## src/rtl/io_terminal.sv

```systemverilog
// Device end of the basic computer's programmed-I/O port: keyboard FIFO feeding INPR/FGI,
// and a printer that drains OUTR/FGO after a programmable print delay.
module io_terminal #(
  parameter int FIFO_DEPTH  = 4,
  parameter int PRINT_DELAY = 3
) (
  input  logic       clk,
  input  logic       reset,
  input  logic       kbd_valid,
  input  logic [7:0] kbd_data,
  output logic       kbd_ready,
  output logic [7:0] inpr,
  output logic       fgi,
  input  logic       inp_clr,
  input  logic       outr_ld,
  input  logic [7:0] outr_din,
  output logic       fgo,
  output logic       prn_valid,
  output logic [7:0] prn_data,
  input  logic       prn_ready,
  input  logic       ien,
  output logic       irq,
  output logic       out_err
);
  localparam int AW     = $clog2(FIFO_DEPTH);
  localparam int CW     = (PRINT_DELAY > 1) ? $clog2(PRINT_DELAY) : 1;
  localparam int DLY_M1 = (PRINT_DELAY > 0) ? PRINT_DELAY - 1 : 0;
  localparam logic [AW:0]   FULL_CNT = (AW + 1)'(FIFO_DEPTH);
  localparam logic [CW-1:0] DLY_INIT = CW'(DLY_M1);

  localparam logic [1:0] S_IDLE = 2'd0;
  localparam logic [1:0] S_WAIT = 2'd1;
  localparam logic [1:0] S_SEND = 2'd2;

  // ---------------- keyboard path ----------------
  logic [7:0]    mem_q [FIFO_DEPTH];
  logic [AW-1:0] wr_q, rd_q;
  logic [AW:0]   occ_q, occ_d;
  logic [7:0]    inpr_q;
  logic          fgi_q;
  logic          push, xfer, clr;

  assign kbd_ready = (occ_q != FULL_CNT);
  assign push      = kbd_valid & kbd_ready;
  // Transfer only while fgi is low, clear only while it is high: the two are exclusive.
  assign xfer      = !fgi_q && (occ_q != '0);
  assign clr       = inp_clr & fgi_q;

  always_comb begin
    occ_d = occ_q;
    if (push && !xfer)      occ_d = occ_q + 1'b1;
    else if (xfer && !push) occ_d = occ_q - 1'b1;
  end

  always_ff @(posedge clk) begin
    if (push) mem_q[wr_q] <= kbd_data;
  end

  always_ff @(posedge clk or negedge reset) begin
    if (!reset) begin
      wr_q   <= '0;
      rd_q   <= '0;
      occ_q  <= '0;
      inpr_q <= '0;
      fgi_q  <= 1'b0;
    end else begin
      occ_q <= occ_d;
      if (push) wr_q <= wr_q + 1'b1;
      if (xfer) begin
        rd_q   <= rd_q + 1'b1;
        inpr_q <= mem_q[rd_q];
        fgi_q  <= 1'b1;
      end else if (clr) begin
        fgi_q  <= 1'b0;
      end
    end
  end

  assign inpr = inpr_q;
  assign fgi  = fgi_q;

  // ---------------- printer path ----------------
  logic [1:0]    state_q, state_d;
  logic [CW-1:0] dly_q, dly_d;
  logic [7:0]    outr_q, outr_d;
  logic          err_q, err_d;

  always_comb begin
    state_d = state_q;
    dly_d   = dly_q;
    outr_d  = outr_q;
    err_d   = err_q | (outr_ld & (state_q != S_IDLE));
    case (state_q)
      S_IDLE: if (outr_ld) begin
        outr_d = outr_din;
        if (PRINT_DELAY == 0) state_d = S_SEND;
        else begin
          state_d = S_WAIT;
          dly_d   = DLY_INIT;
        end
      end
      S_WAIT: begin
        if (dly_q == '0) state_d = S_SEND;
        else             dly_d   = dly_q - 1'b1;
      end
      S_SEND: if (prn_ready) state_d = S_IDLE;
      default: state_d = S_IDLE;
    endcase
  end

  always_ff @(posedge clk or negedge reset) begin
    if (!reset) begin
      state_q <= S_IDLE;
      dly_q   <= '0;
      outr_q  <= '0;
      err_q   <= 1'b0;
    end else begin
      state_q <= state_d;
      dly_q   <= dly_d;
      outr_q  <= outr_d;
      err_q   <= err_d;
    end
  end

  // fgo and prn_valid are pure state decodes, so reset forces them without a clock.
  assign fgo       = (state_q == S_IDLE);
  assign prn_valid = (state_q == S_SEND);
  assign prn_data  = outr_q;
  assign out_err   = err_q;
  assign irq       = ien & (fgi_q | fgo);

endmodule
```

## config.mk

```make
export PLATFORM = sky130hd
export DESIGN_NAME = io_terminal
export DESIGN_NICKNAME = d
export VERILOG_FILES = /design/src/rtl/io_terminal.sv
export SDC_FILE = /design/constraint.sdc
export NUM_CORES = 1
export LEC_CHECK = 0
export ABC_CLOCK_PERIOD_IN_PS = 2900
export CAP_MARGIN = 20
export CORE_UTILIZATION = 47
export DETAILED_ROUTE_END_ITERATION = 10
export GPL_TIMING_DRIVEN = 0
export HOLD_SLACK_MARGIN = 0.15
export PLACE_DENSITY = 0.69
export SKIP_LAST_GASP = 1
export SYNTH_ARGS = -nofsm -noshare
export SYNTH_HDL_FRONTEND = slang
export SYNTH_SLANG_ARGS = --single-unit
```

## constraint.sdc

```tcl
create_clock -name clk -period 2.9 [get_ports clk]
set_input_delay 0.58 -clock clk [delete_from_list [all_inputs] [get_ports clk]]
set_output_delay 0.58 -clock clk [all_outputs]
set_load 0.1 [all_outputs]
```

### Word-level counts from Yosys, hierarchy flattened

Memory sizes are Yosys's and may differ from the RTL's. A register that Yosys moved wholly into a read port is not among the register bits.
Index checks and enable logic that the tools add are counted.

| operators by class | value |
|---|---|
| equal/unequal tests | 7 |
| order comparisons | 0 |
| bitwise gates (word level) | 6 |
| div/mod/pow operators | 0 |
| $add $sub $neg | 5 |
| reductions and logical operators | 17 |
| muxes and demuxes | 13 |
| multipliers | 0 |
| shifts and indexed selects | 0 |

Operator list:

| cell | count |
|---|---|
| 2-to-1 mux 2 bit | 5 |
| nonzero test 2 bit | 4 |
| 2-to-1 mux 3 bit | 2 |
| inequality test 2 bit, second input constant | 3 |
| one-hot mux 2 bit (3 select lines) | 1 |
| AND reduction 3 bit | 2 |
| adder 2 x 1 -> 2 bit, second input constant | 2 |
| bitwise AND 1 bit | 4 |
| logical NOT 1 bit | 4 |
| logical NOT 2 bit | 2 |
| 2-to-1 mux 1 bit | 4 |
| one-hot mux 2 bit (2 select lines) | 1 |
| adder 3 x 1 -> 3 bit, second input constant | 1 |
| logical AND 1 bit | 3 |
| inequality test 3 bit, second input constant | 1 |
| nonzero test 3 bit | 1 |
| subtractor 3 x 1 -> 3 bit, second input constant | 1 |
| == test 2 x 1 -> 1 bit, second input constant | 1 |
| == test 2 bit, second input constant | 1 |
| inequality test 2 x 1 -> 1 bit, second input constant | 1 |
| OR 1 bit | 2 |
| AND reduction 2 bit | 1 |
| subtractor 2 x 1 -> 2 bit, second input constant | 1 |

| word-level totals | value |
|---|---|
| memory bits (read-only) | 0 |
| register bits after elaboration | 21 |
| bits in latches | 0 |
| input bits | 23 |
| output and inout bits | 22 |
| RAM bits | 32 |
| memories kept | 1 |

Memories:

| memory | depth | bits a word | read ports | clocked after memory_dff | write ports | RTL line | text |
|---|---|---|---|---|---|---|---|
| mem_q | 4 | 8 | 1 | 1 | 1 | 36 | `logic [7:0] mem_q [FIFO_DEPTH];` |

### Depth between registers and ports, before layout

Gate-level depths: netlist of the first run.

| logic depth | value |
|---|---|
| word-level depth | 6 |
| depth in mapped cells | 9 |
| gate-level depth less buffers | 9 |

### Worst setup path before layout of the first run

Ideal clock, no wire load.

| timing path | value |
|---|---|
| path type | register to output |
| from | reg state_q[0] |
| to | out irq |
| data arrival time | 2.126 ns |
| path buffers | 1 |
| cell stages (with the launch flop) | 4 |
| path slack | 0.194 ns |
| required time | 2.320 ns |
| path through | dfrtp_1 -> buf_2 -> nor2_2 -> o21a_1 |

| on the way | value |
|---|---|
| cells in the longest elaborated chain, start to end | 3 |

Ends and longest elaborated chain:

| what | RTL line | text |
|---|---|---|
| start: declaration | 83 | `logic [1:0] state_q, state_d;` |
| start signal: assignment | 118 | `state_q <= state_d;` |
| logical NOT 2 bit | 126 | `assign fgo = (state_q == S_IDLE);` |
| net fgo | 17 | `output logic fgo,` |
| OR 1 bit | 130 | `assign irq = ien & (fgi_q \| fgo);` |
| bitwise AND 1 bit | 130 |  |
| end: declaration | 22 | `output logic irq,` |

The timed path passes the listed nets, and every way through them passes these cells.

### Final worst setup path of the first run

| timing path | value |
|---|---|
| from | in ien |
| to | out irq |

| on the way | value |
|---|---|
| cells in the longest elaborated chain, start to end | 1 |

Ends and longest elaborated chain:

| what | RTL line | text |
|---|---|---|
| start: declaration | 21 | `input logic ien,` |
| bitwise AND 1 bit | 130 |  |

No other way between the ends.

==> results of run 1 <==
[worst max-delay path: stages]
cell	delay (ns)
clkdlybuf4s50_1	0.46
o21a_1	0.11
clkdlybuf4s50_1	1.13
[layout make-up]
type / instances / area [sq um]
buffer: 4 / 27.5
clock buffer: 12 / 135
clock inverter: 4 / 72.6
fill: 404 / 1860
inverter: 8 / 30.0
multi-input combinational: 71 / 788
sequential: 61 / 1690
tap: 70 / 87.6
timing repair buffer: 45 / 455
[kinds of logic (layout without fill, tap and decap cells)]
kind of cell / Yosys count / count (layout)
DFF: 61 / 61
muxes: 27 / 27
and+or+nand+nor: 22 / 22
buffers and inverters: 12 / 73
AOI/OAI and AO/OA: 9 / 9
adders and majority gates: 7 / 7
xor gates and xnor gates: 6 / 6
[routing by layer]
layer	wire, um	share of wire
met5	0	0
met4	81	0.019
met3	214	0.051
met2	2070	0.49
met1	1840	0.44
[metrics by stage]
stage          std cells  utilization  cell area [sq um]  hold slack [ns]
6_report             275        0.639               3280            0.464
5_1_grt              275        0.639               3280            0.501
4_1_cts              275        0.639               3280            0.470
3_5_place_dp         259        0.598               3080            0.451
3_3_place_gp         258        0.595               3060            0.452
2_1_floorplan        144            -               2530            0.284
[worst paths after layout]
check	start	endpoint	slack, ns	cells past startpoint
worst min register to register	out_err	out_err	0.46	1
min in group asynchronous	reset	inpr[4]	0.72	1
max in group asynchronous	reset	rd_q[0]	1.60	2
worst min-delay path	out_err	out_err	0.46	1
worst max-delay path	ien	irq	0.04	3
worst max register to register	occ_q[0]	occ_q[2]	0.75	9
[flip-flops by register name, indices dropped and copies added, names as in the netlist]
signal / flops
fgi: 1
occ_q: 3
inpr: 8
prn_data: 8
out_err: 1
dly_q: 2
rd_q: 2
wr_q: 2
state_q: 2
mem_q: 32
[synth_stat cells (2+ instances only)]
cell | count | area [sq um]
edfxtp_1 | 32 | 961
dfrtp_1 | 29 | 726
mux2_4 | 16 | 240
mux4_2 | 8 | 180
inv_1 | 7 | 26.3
ha_1 | 6 | 75.1
and2_1 | 5 | 31.3
nand2b_1 | 4 | 25.0
nor2_1 | 4 | 15.0
o21ai_0 | 4 | 20.0
nand2_1 | 3 | 11.3
xnor2_1 | 3 | 26.3
xor2_1 | 3 | 26.3
a21oi_1 | 2 | 10.0
==> impl_metrics.env, run 1 <==
export IMPL_status="completed"
export IMPL_drtAntennaViolNets=0
export IMPL_cts_resized_gates=0
export IMPL_cts_root_buf="clkbuf_8"
export IMPL_gp_congestion=0.704
export IMPL_start_util=0.493
export IMPL_clkSlewWorstSetupHoldPaths_ns=0.06
export IMPL_routed_wl_um=4210
export IMPL_final_cell_mix="clkdlybuf4s50_1 (44), edfxtp_1 (32), dfrtp_1 (29)"
export IMPL_drt_first_pass_iters=4
export IMPL_diodes=0
export IMPL_netlist_area_sq_um=2530
export IMPL_grt_overflow_total=0
export IMPL_path_max_fanout=1
export IMPL_grtUsageTotal=0.172
export IMPL_fin_skew_ns=0.00801
export IMPL_layout_commonest_cell="clkdlybuf4s50_1"
export IMPL_syn_avg_cell_area_sq_um=17.6
export IMPL_drtIter0Drc=26
export IMPL_synth_xor_area_share=0.0208
export IMPL_cts_buffers=9
export IMPL_hold_class="flip-flop to flip-flop"
export IMPL_critical_path_required_ns=2.32
export IMPL_io_pins=45
export IMPL_met2_usage=0.274
export IMPL_dieArea_sq_um=5690
export IMPL_syn2layout_area_growth_pct=29.6
export IMPL_place_hpwl_um=2960
export IMPL_grt_pass1_wl_um=6610
export IMPL_crit_type="input port to output pin"
export IMPL_slew_headroom=0.346
export IMPL_syn_instance_count=144
export IMPL_grt_busiest_layer="met2"
export IMPL_core_area_sq_um=5140
export IMPL_grt_max_degree=18
export IMPL_worstSetupStartpointType="input port"
export IMPL_yosys_most_used_dff="edfxtp_1"
export IMPL_synth_compound_area_frac=0.0212
export IMPL_cts_path_max_buffers=2
export IMPL_clk_latency_ns=0.33
export IMPL_ys_seq_area_frac=0.666
export IMPL_grt_pass1_vias=1363
export IMPL_synth_async_sr_flop_share=0.475
export IMPL_vias_per_cell=4.87
export IMPL_period_share=0.985
export IMPL_synth_top_family_by_area="multiplexers"
export IMPL_synth_enable_flop_cells=32
export IMPL_antenna_found_initial=0
export IMPL_synth_warnings=0
export IMPL_fin_crit_ns=2.86
export IMPL_synth_seq_cells=61
export IMPL_vias=1338
export IMPL_setup_viol=0
export IMPL_grt_use_met1=0.206
export IMPL_nNetsFinal=230
export IMPL_synthMuxAreaShare=0.179
export IMPL_die_w_um=75.4
export IMPL_setup_slack_ns=0.0446
export IMPL_cp_arrival_ns=2.28
export IMPL_synth_simple_gate_area_frac=0.0529
export IMPL_critPathCaptureType="output pin"
export IMPL_rows=26
export IMPL_synthDistinctLibCells=32
export IMPL_layout_drive_gt1_share=0.234
export IMPL_dpl_worst_slack_ns=0.0440
export IMPL_synthAdderAreaFrac=0.0375
export IMPL_ctsHoldBuffers=0
export IMPL_final_hold_viol_count=0
export IMPL_wl_per_cell_um=15.3
export IMPL_grtUsageMet3=0.0595
export IMPL_cts_sinks=61
export IMPL_worstMarginPinSlew_ns=0.978
export IMPL_die_h_um=75.4
export IMPL_cap_violations=0
export IMPL_tritoncts="built"
export IMPL_maxSlewViolCount=0
export IMPL_post_cts_buffers=0
export IMPL_rsz0062_at_grt="no"
export IMPL_maxClockFrequency_mhz=350
export IMPL_io_buffers=44
export IMPL_h_tree_depth=3
export IMPL_drc=0
export IMPL_synthesis_nets=174
export IMPL_tns_ns=0
Power of run 1 is not shown: default switching activity piles up to over one toggle a cycle in this logic, so the estimate is an artifact.
==> inputs of run 2 (changes only) <==
GPL_TIMING_DRIVEN = 1   (was 0)
==> impl_metrics.env, run 2 (synthesis gave the netlist of run 1 again) <==
export IMPL_vias=1351
export IMPL_antenna_found_initial=0
export IMPL_nNetsFinal=226
export IMPL_max_stage_delay_ns=0.44
export IMPL_drt_first_pass_iters=4
export IMPL_hold_class="flip-flop to flip-flop"
export IMPL_die_h_um=75.4
export IMPL_cts_buffers=9
export IMPL_drtAntennaViolNets=0
export IMPL_top_layer="met4"
export IMPL_period_share=0.759
export IMPL_path_max_fanout=7
export IMPL_syn2layout_area_growth_pct=25.7
export IMPL_tritoncts="built"
export IMPL_clkSlewWorstSetupHoldPaths_ns=0.06
export IMPL_startpoint="kbd_valid"
export IMPL_rsz0062_at_grt="no"
export IMPL_wl_met1_um=1750
export IMPL_vias_per_cell=4.99
export IMPL_crit_slowest_cell="clkdlybuf4s50_1"
export IMPL_tns_ns=0
export IMPL_diodes=0
export IMPL_io_buffers=44
export IMPL_core_area_sq_um=5140
export IMPL_cts_resized_gates=0
export IMPL_crit_chain="clkdlybuf4s50_1, a21boi_2, ha_1, inv_1, fa_1, xor2_1, nor2_1, xor2_1"
export IMPL_dieArea_sq_um=5690
export IMPL_post_cts_buffers=0
export IMPL_cts_root_buf="clkbuf_8"
export IMPL_grt_pass1_vias=1365
export IMPL_wl_met3_um=178
export IMPL_grt_overflow_total=0
export IMPL_drtIter0Drc=34
export IMPL_n_fill_cell=418
export IMPL_routed_wl_um=4200
export IMPL_maxSlewViolCount=0
export IMPL_layout_drive_gt1_share=0.323
export IMPL_drc=0
export IMPL_maxClockFrequency_mhz=454
export IMPL_final_hold_viol_count=0
export IMPL_finalInstanceArea_sq_um=3180
export IMPL_worstSetupStartpointType="input port"
export IMPL_path_common_cell="xor2_1"
export IMPL_place_hpwl_um=2900
export IMPL_holdCritStartpoint="out_err"
export IMPL_crit_family="adder cells"
export IMPL_r2r_end="occ_q[2]"
export IMPL_slew_headroom=0.609
export IMPL_critical_path_buf_inv_count=2
export IMPL_h_tree_depth=3
export IMPL_fin_crit_ns=2.20
export IMPL_regMostFlops="mem_q"
export IMPL_grt_max_degree=30
export IMPL_min_to="out_err"
export IMPL_status="completed"
export IMPL_start_util=0.493
export IMPL_clk_latency_ns=0.32
export IMPL_fin_skew_ns=0.00748
export IMPL_final_cell_mix="edfxtp_1 (32), dfrtp_1 (29), clkdlybuf4s50_1 (22), buf_4 (22), mux2_4 (16)"
export IMPL_rows=26
export IMPL_layout_commonest_cell="edfxtp_1"
export IMPL_cts_path_max_buffers=2
export IMPL_ctsHoldBuffers=0
export IMPL_whs_path_depth=1
export IMPL_place_area_sq_um=3000
export IMPL_reg2reg_depth=9
export IMPL_r2r_setup_slack_ns=0.71
export IMPL_io_pins=45
export IMPL_cp_arrival_ns=2.44
export IMPL_crit_type="input port to flip-flop"
export IMPL_grtUsageTotal=0.165
export IMPL_setup_viol=0
export IMPL_wl_per_cell_um=15.5
export IMPL_wl_met2_um=2260
export IMPL_r2r_start="occ_q[0]"
export IMPL_critical_path_required_ns=3.14
export IMPL_gp_congestion=0.748
export IMPL_grt_pass1_wl_um=6390
export IMPL_largest_reg_flops=32
export IMPL_worstMarginPinSlew_ns=0.587
export IMPL_critPathCaptureType="flip-flop"
export IMPL_cts_sinks=61
export IMPL_cap_violations=0
export IMPL_die_w_um=75.4
run 2: cell types whose count changed in the layout (fill, tap and decap cells not counted), sizes merged:
| cell | change |
|---|---|
| bufinv | -1 |
| clkdlybuf4s50 | -22 |
| buf | +19 |
| clkinvlp | -1 |
| clkbuf | +1 |
run 2: how the worst max path moves through the flow:
| stage | end | slack [ns] | depth (start not counted) |
|---|---|---|---|
| global route | occ_q[2] | 0.55 | 9 |
| detailed placement | occ_q[2] | 0.37 | 8 |
| global placement | occ_q[2] | 0.49 | 8 |
| floorplan | irq | 0.19 | 3 |
| finish | occ_q[2] | 0.70 | 8 |
| CTS | occ_q[2] | 0.67 | 9 |
run 2: area by class of cell:
cell class,instances,area (sq um),area share
inverters,8,30.0,0.00943
multi-input cells,71,788,0.248
clock buffers,14,153,0.0479
repair buffers,45,405,0.127
clock inverters,2,33.8,0.0106
well taps,70,87.6,0.0275
flip-flops and latches,61,1690,0.530
run 2: layer usage:
| layer | GRT usage | vias up |
|---|---|---|
| met5 | 0 | - |
| met3 | 0.0529 | 2 |
| met4 | 0.0802 | 0 |
| met1 | 0.189 | 685 |
| li1 | - | 631 |
| met2 | 0.282 | 33 |
run 2: stage by stage:
stage | instances | setup slack, ns | util | hold slack (ns)
5_1_grt | 271 | 0.546 | 0.620 | 0.517
3_3_place_gp | 255 | 0.489 | 0.583 | 0.458
4_1_cts | 271 | 0.673 | 0.620 | 0.473
2_1_floorplan | 144 | 0.194 | - | 0.284
3_5_place_dp | 255 | 0.366 | 0.583 | 0.456
6_report | 271 | 0.699 | 0.620 | 0.471
Power of run 2 is left out for the same reason.
==> RTL change, RTL diff (flow settings as in run 2) <==
Put a register stage on the output `irq`, cleared by the reset. The value now appears one clock later. The other outputs are not delayed to match.
--- a/src/rtl/io_terminal.sv
+++ b/src/rtl/io_terminal.sv
@@ -127,6 +127,12 @@
   assign prn_valid = (state_q == S_SEND);
   assign prn_data  = outr_q;
   assign out_err   = err_q;
-  assign irq       = ien & (fgi_q | fgo);
+  always_ff @(posedge clk or negedge reset) begin
+    if (!reset) begin
+      irq <= '0;
+    end else begin
+      irq <= ien & (fgi_q | fgo);
+    end
+  end
 
 endmodule
Check against the original RTL: not equivalent (a bounded check fails within 4 cycles, from zero or initial values and one cycle with reset low).
==> RTL change against run 2 <==
Final area rose by 0.67%. Sequential cell count rose by 1. Area after synthesis rose by 0.99%. Final cell count rose by 0.37%. Highest routed layer unchanged. Setup slack got worse by 0.0026 ns. Routed wire length rose by 1.4%. Worst hold slack improved by 0.0017 ns. Synthesized cell count rose by 0.69%. Core utilization barely moved.
Power is not shown: default switching activity piles up to over one toggle a cycle in this logic, so the estimate is an artifact.
==> RTL change: results (changes against run 2) <==
| Metric | Value |
|---|---|
| Routability cong. | `0.716 (-4.3%)` |
| Antenna violations before repair | `0 (unchanged)` |
| Pre-CTS setup slack | `0.335 ns (-0.0311 ns)` |
| Syn nets | `175 (+0.57%)` |
| Tmin final | `2.20 ns (+0.00255 ns)` |
| Number of synthesized flops with an enable pin | `32 (unchanged)` |
| Ant diodes | `0 (unchanged)` |
| GRT Total Usage | `16.8% (+0.27 points)` |
| Status | `complete, no violations` |
| Fin Clk Skew | `0.00397 ns (-0.00351 ns)` |
| Via count | `1324 (-2.0%)` |
| DP Area | `0.00301 mm^2 (+0.42%)` |
| HP Start | `out_err` |
| Share of layout cells above drive strength 1 | `34.2% (+1.8 points)` |
| Detailed Route Iter0 Violations | `56 (+65%)` |
| Mapped Cells | `145 (+0.69%)` |
| Final WL | `4260 um (+1.4%)` |
| Commonest cells post-synth | `32 x edfxtp_1, 30 x dfrtp_1, 16 x mux2_4` |
| Reg2reg setup slack | `0.74 ns (+0.03 ns)` |
| Reg-to-Reg Start | `occ_q[0]` |
| Vias in the first global route | `1357 (-0.59%)` |
| Setup Fix Bufs, Post-CTS | `0 (unchanged)` |
| Sequential fraction of the synthesis area | `66.9% (+0.33 points)` |
| Final net count | `227 (+0.44%)` |
| Critical path class | `input pin to flop` |
| Hold EP | `out_err` |
| Most flops, register | `mem_q` |
| Synth async-reset ratio | `48.4% (+0.85 points)` |
| Root Driver | `clkbuf_8` |
| Resized Gates After CTS | `0 (unchanged)` |
| CTS max path bufs | `2 (unchanged)` |
| Largest register FFs | `32 (unchanged)` |
| DP Wirelength | `3010 um (+3.7%)` |
| Synth top area cells | `edfxtp_1 38%, dfrtp_1 29%, mux2_4 9.4%` |
| Arrival time worst endpoint | `2.45 ns` |
| Reg-to-Reg End | `occ_q[2]` |
| Via-per-instance ratio | `4.87 (-2.4%)` |
| Final hold slack | `0.472 ns (+0.00166 ns)` |
| CTS Buf Count | `9 (unchanged)` |
| CTS clock-pin slew for the worst setup and hold paths | `0.06 ns (about the same)` |
| Cts hold-fix bufs | `0 (unchanged)` |
| Dpl cells | `256 (+0.39%)` |
| CP Launch Point | `kbd_valid` |
| Worst r2r path cells | `9 (unchanged)` |
| Later-pin clock latency in the skew report | `0.32 ns (about the same)` |
| Yosys warning total | `0 (unchanged)` |
| First-pass GRT wire length | `6590 um (+3.1%)` |
| Worst-path fanout max | `7 (unchanged)` |
| H-tree levels | `3 (unchanged)` |
| Worst slew pin tran | `0.588 ns (+0.00115 ns)` |
| Largest net degree at the start of global routing | `31 (+3.3%)` |
| Worst Hold Class | `flop to flop` |
| Hold Crit Depth | `1 (unchanged)` |
| Netlist cell types | `32 (unchanged)` |
[RTL change: worst max-delay path, cell delays in order]
cell             delay (ns)
clkdlybuf4s50_1        0.44
a21boi_2               0.31
ha_1                   0.25
inv_1                  0.06
fa_1                   0.38
xor2_1                 0.15
nor2_1                 0.12
xor2_1                 0.15
[RTL change: cell families after synthesis]
logic type / after synthesis / share of synthesized area, %
AO/OA/AOI/OAI: 9 / 2.10
XOR/XNOR: 6 / 2.06
adder cells (fa/ha/maj): 7 / 3.72
buffers and inverters: 12 / 2.25
flip-flops: 62 / 66.9
multiplexers: 27 / 17.7
AND/OR/NAND/NOR: 22 / 5.23
[RTL change: routing by layer]
metal / track usage, % / part of all wire, %
met1: 20.3 / 42
met2: 27.4 / 52
met3: 4.89 / 4.6
met4: 8.64 / 1.1
met5: 0 / 0
[RTL change: layout make-up]
cell class                 count  area [um^2]
clock inverter                 3         15.0
sequential                    62         1710
timing repair buffer          45          393
multi-input combinational     71          788
tap                           70         87.6
fill                         393         1970
inverter                       8         30.0
clock buffer                  13          180
